$ cat src/rtl/layer2_bias_argmax.sv
// Layer-2 bias add and argmax: walks the snapshotted accumulators one element per cycle.
// Define LAYER2_SATURATE_EN to clamp out-of-range sums instead of wrapping them.
module layer2_bias_argmax #(
    parameter int OUT_SIZE = 10,
    parameter int W        = 8,
    parameter int ACC_W    = 20,
    parameter int IDX_W    = 4
) (
    input  logic                      clk,
    input  logic                      rst,
    input  logic                      start,
    input  logic [OUT_SIZE*W-1:0]     bias_in,
    input  logic [OUT_SIZE*ACC_W-1:0] acc_in,
    output logic [OUT_SIZE*ACC_W-1:0] logits_out,
    output logic [IDX_W-1:0]          class_idx,
    output logic [ACC_W-1:0]          max_val,
    output logic                      busy,
    output logic                      done
);

    typedef enum logic [1:0] {IDLE, ADD, DONE} state_t;

    state_t                    state_q, state_d;
    logic [OUT_SIZE*W-1:0]     bias_q;
    logic [OUT_SIZE*ACC_W-1:0] acc_q;
    logic [IDX_W-1:0]          k_q;
    logic [ACC_W-1:0]          sum_red;
    logic                      last_elem;
    logic                      new_max;

    // The snapshots shift down each ADD cycle, so element k always sits in the low slot.
`ifdef LAYER2_SATURATE_EN
    logic [ACC_W:0] sum_ext;

    assign sum_ext = {acc_q[ACC_W-1], acc_q[ACC_W-1:0]}
                   + {{(ACC_W+1-W){bias_q[W-1]}}, bias_q[W-1:0]};

    always_comb begin
        sum_red = sum_ext[ACC_W-1:0];
        if (sum_ext[ACC_W] != sum_ext[ACC_W-1]) begin
            sum_red = sum_ext[ACC_W] ? {1'b1, {(ACC_W-1){1'b0}}}
                                     : {1'b0, {(ACC_W-1){1'b1}}};
        end
    end
`else
    assign sum_red = acc_q[ACC_W-1:0] + {{(ACC_W-W){bias_q[W-1]}}, bias_q[W-1:0]};
`endif

    assign last_elem = (k_q == IDX_W'(OUT_SIZE-1));
    assign new_max   = (k_q == '0) || ($signed(sum_red) > $signed(max_val));

    always_ff @(posedge clk) begin
        if (rst) begin
            state_q <= IDLE;
        end else begin
            state_q <= state_d;
        end
    end

    always_comb begin
        state_d = state_q;
        busy    = 1'b0;
        done    = 1'b0;
        case (state_q)
            IDLE: begin
                if (start) begin
                    state_d = ADD;
                end
            end
            ADD: begin
                busy = 1'b1;
                if (last_elem) begin
                    state_d = DONE;
                end
            end
            DONE: begin
                busy    = 1'b1;
                done    = 1'b1;
                state_d = IDLE;
            end
            default: state_d = IDLE;
        endcase
    end

    // Results persist after DONE until the next pass overwrites them element by element.
    always_ff @(posedge clk) begin
        if (rst) begin
            bias_q     <= '0;
            acc_q      <= '0;
            k_q        <= '0;
            logits_out <= '0;
            class_idx  <= '0;
            max_val    <= '0;
        end else begin
            case (state_q)
                IDLE: begin
                    if (start) begin
                        bias_q <= bias_in;
                        acc_q  <= acc_in;
                        k_q    <= '0;
                    end
                end
                ADD: begin
                    logits_out[k_q*ACC_W +: ACC_W] <= sum_red;
                    if (new_max) begin
                        max_val   <= sum_red;
                        class_idx <= k_q;
                    end
                    bias_q <= bias_q >> W;
                    acc_q  <= acc_q >> ACC_W;
                    k_q    <= k_q + 1'b1;
                end
                default: ;
            endcase
        end
    end

endmodule

$ cat config.mk
export PLATFORM = sky130hd
export DESIGN_NAME = layer2_bias_argmax
export DESIGN_NICKNAME = d
export VERILOG_FILES = /design/src/rtl/layer2_bias_argmax.sv
export SDC_FILE = /design/constraint.sdc
export NUM_CORES = 1
export LEC_CHECK = 0
export BUFFER_PORTS_ARGS = -buffer_cell sky130_fd_sc_hd__buf_4
export CAP_MARGIN = 20
export CORE_ASPECT_RATIO = 2
export CORE_MARGIN = 1.5
export CORE_UTILIZATION = 40
export DETAILED_ROUTE_END_ITERATION = 12
export REMOVE_ABC_BUFFERS = 1
export SYNTH_ARGS = -nofsm -noshare
export SYNTH_HDL_FRONTEND = slang
export SYNTH_SLANG_ARGS = --single-unit
$ cat constraint.sdc
create_clock -name clk -period 6 [get_ports clk]
set_clock_uncertainty 0.2 [all_clocks]
set_input_delay 0.6 -clock clk [delete_from_list [all_inputs] [get_ports clk]]
set_output_delay 0.6 -clock clk [all_outputs]
set_load 0.02 [all_outputs]
==> flow_summary.ini <==
[outcome]
status = complete, no violations

[critical_path]
critPathArrivalTime_ns = 5.73
cp-end-kind = flop
path_max_fanout = 14
required_ns = 6.31
path_class = flop to flop
startpoint_type = flop

[pwr]
clockPowerShare_pct = 32.4
pwr-share-seq_pct = 39.5
total_leakage_power_nw = 12.42
intPower_mw = 6.389
p_per_area_mw_per_mm2 = 305.5
comb_power_share_pct = 28.1
ir_worst_vdd_mv = 0.2597
netSwitchingPower_mw = 3.351
design_power_total_mw = 9.740
p_sw_share_pct = 34.40

[synthesis]
netlist_area_sq_mm = 0.02522
avgSynthCellArea_sq_um = 8.656
yosys_most_used_dff = dfxtp_1
synth-seq-cells = 510
yosys_warnings = 0
synth_edf_count = 0
synth.distinct_cells = 98
ys_async_sr_fraction_pct = 0
ys_seq_area_share_pct = 40.48
syn-instance-count = 2914

[cts]
clockBufferDepth = 3
cts_inserted_buffers = 48
clk_pin_slew_ns = 0.06
ctsResizeCount = 0
cts_tree = done
postCtsSetupBuffers = 0
cts.sinks = 510
holdBufCountCts = 0
clkLatencyLatePin_ns = 0.61
htree_levels = 2
clock-root-buffer = clkbuf_16

[sta]
tightestPinTransition_ns = 1.112
setup_ws_ns = 0.5813
grt_setup_unrepaired = no
slew_headroom_pct = 25.55
setup_viol = 0
fmax_ghz = 0.1845
hold_viol_final = 0
min_period_ns = 5.419
finalMaxSlewViolations = 0
fin_crit_sh_pct = 90.31
hold_ws_ns = 0.08227

[global_route]
grt_usage_pct = 32.51
overflow = 0
grt_max_degree = 179
grt_pass1_vias = 23930
antenna_found_initial = 0
grt_pass1_wl_um = 156300

[placed_design]
preCtsSetupSlack_ns = 0.5761
port_buffers = 508
dp_hpwl_um = 83640
gp_congestion = 1.014
dpl.cell_count = 4118

[die]
fp.dieArea_sq_mm = 0.06466
die_w_um = 180.6
core_sq_mm = 0.06262
dieHeight_um = 358.1
start_util_pct = 40.28
io_pins = 509
rows = 130

[layout]
n_fill_cell = 5989
n_antenna_cell = 0
layout-drive-gt1-share_pct = 23.43
nets = 3714
area_delta_synth_final_pct = 26.41
stdcell_count = 4206

[drt]
drc = 0
first_pass_iters = 6
via_per_inst = 5.899
drt-total-wl_um = 108900
antenna_left = 0
vias = 24810
drtIter0Drc = 1551
wl_per_cell_um = 25.90

[min_path]
hp-class = input port to flop

[flow_run]
drv_cap = 0
-- cells in the final DEF, fill, tap and decap left out, types with 14 or more instances in the layout --
| cell type | n |
|---|---|
| a211oi_1 | 344 |
| a21oi_1 | 111 |
| a221oi_1 | 14 |
| a22oi_1 | 18 |
| a311oi_1 | 42 |
| a31oi_1 | 44 |
| buf_4 | 621 |
| clkbuf_16 | 50 |
| dfxtp_1 | 510 |
| ha_1 | 51 |
| inv_1 | 60 |
| mux2i_1 | 273 |
| nand2_1 | 187 |
| nand3_1 | 72 |
| nand4_1 | 20 |
| nor2_1 | 466 |
| nor3_1 | 40 |
| nor3b_1 | 16 |
| nor4_1 | 17 |
| o211ai_1 | 17 |
| o21ai_0 | 112 |
| o22ai_1 | 16 |
-- critical path, cell delays in order, from the launching register on --
cell     delay, ns
dfxtp_1       0.70
ha_1          0.50
a21oi_1       0.14
o21ai_0       0.52
a21oi_1       0.16
a21oi_1       0.57
nor2_1        0.08
buf_4         0.17
ha_1          0.31
nand3_1       0.11
o22ai_1       0.14
nor3_1        0.06
o311a_1       0.32
or4b_1        0.52
a31oi_4       0.21
buf_12        0.18
buf_4         0.23
mux2i_1       0.21
-- registers in the layout, indices dropped and copies added (netlist names) --
name,cells
class_idx,4
acc_q,200
bias_q,80
max_val,20
state_q,2
logits_out,200
k_q,4
-- kinds of logic (layout without fill, tap and decap cells) --
| family | after synthesis | after routing | share of synthesized area, % |
|---|---|---|---|
| adder cells (fa/ha/maj) | 54 | 54 | 2.738 |
| AO/OA/AOI/OAI | 873 | 873 | 24.92 |
| flip-flops | 510 | 510 | 40.48 |
| XOR/XNOR | 9 | 9 | 0.3423 |
| buffers and inverters | 278 | 778 | 4.316 |
| AND/OR/NAND/NOR | 908 | 908 | 15.97 |
| multiplexers | 282 | 282 | 11.24 |
-- final cells by class --
type                    count  area (sq um)  share of cell area [%]
clock inverters            17         168.9                  0.5298
repair buffers            629          4817                   15.11
inverters                  62         232.7                  0.7299
clock buffers              70          1436                   4.505
well taps                 792         991.0                   3.108
flip-flops and latches    510         10210                   32.02
multi-input cells        2126         14030                   44.00
-- routing by layer --
metal  up-vias  track usage (%)  wire (um)
met3       270            6.916       7298
met2      1053            60.00      55420
met4         0            24.27       8759
met1     11680            31.89      37440
li1      11810                -          -
met5         -                0          0
-- synth_stat cells, drive strengths merged, types with 49 or more instances --
library cell / number / share of area (%)
dfxtp: 510 / 40
nor2: 473 / 7.1
a211oi: 354 / 11
mux2i: 273 / 11
nand2: 188 / 2.8
clkbuf: 164 / 2.4
o21ai: 125 / 2.6
a21oi: 117 / 2.4
nand3: 73 / 1.5
inv: 62 / 0.92
buf: 52 / 0.95
ha: 52 / 2.6
nor3: 49 / 1.2
-- path summary, 6_finish.rpt --
| check | startpoint | cells after the start | slack (ns) | end |
|---|---|---|---|---|
| max reg2reg | bias_q[7] | 17 | 0.58 | class_idx[1] |
| min reg2reg | acc_q[182] | 2 | 0.25 | acc_q[182] |
| min | acc_in[182] | 3 | 0.08 | acc_q[182] |
| max | bias_q[7] | 17 | 0.58 | class_idx[1] |
-- power by group through the flow --
| stage | logic, mW | clock network, mW | registers [mW] |
|---|---|---|---|
| finish | 2.73 | 3.16 | 3.84 |
| global route | 2.90 | 3.34 | 3.87 |
| CTS | 2.70 | 3.22 | 3.85 |
| detailed placement | 2.70 | 0 | 3.92 |
| global placement | 2.67 | 0 | 3.91 |
| floorplan | 1.82 | 0 | 3.90 |
-- through the flow --
stage                     instance area [sq um]  TNS (ns)  util (%)
after global routing                      31880         0     50.91
after detailed placement                  30270         0     48.34
after floorplan                           24370  -4956.04         -
final                                     31880         0     50.91
after CTS                                 31880         0     50.90
after global placement                    30260         0     48.33
No activity file was read; power rests on OpenSTA's default activity.
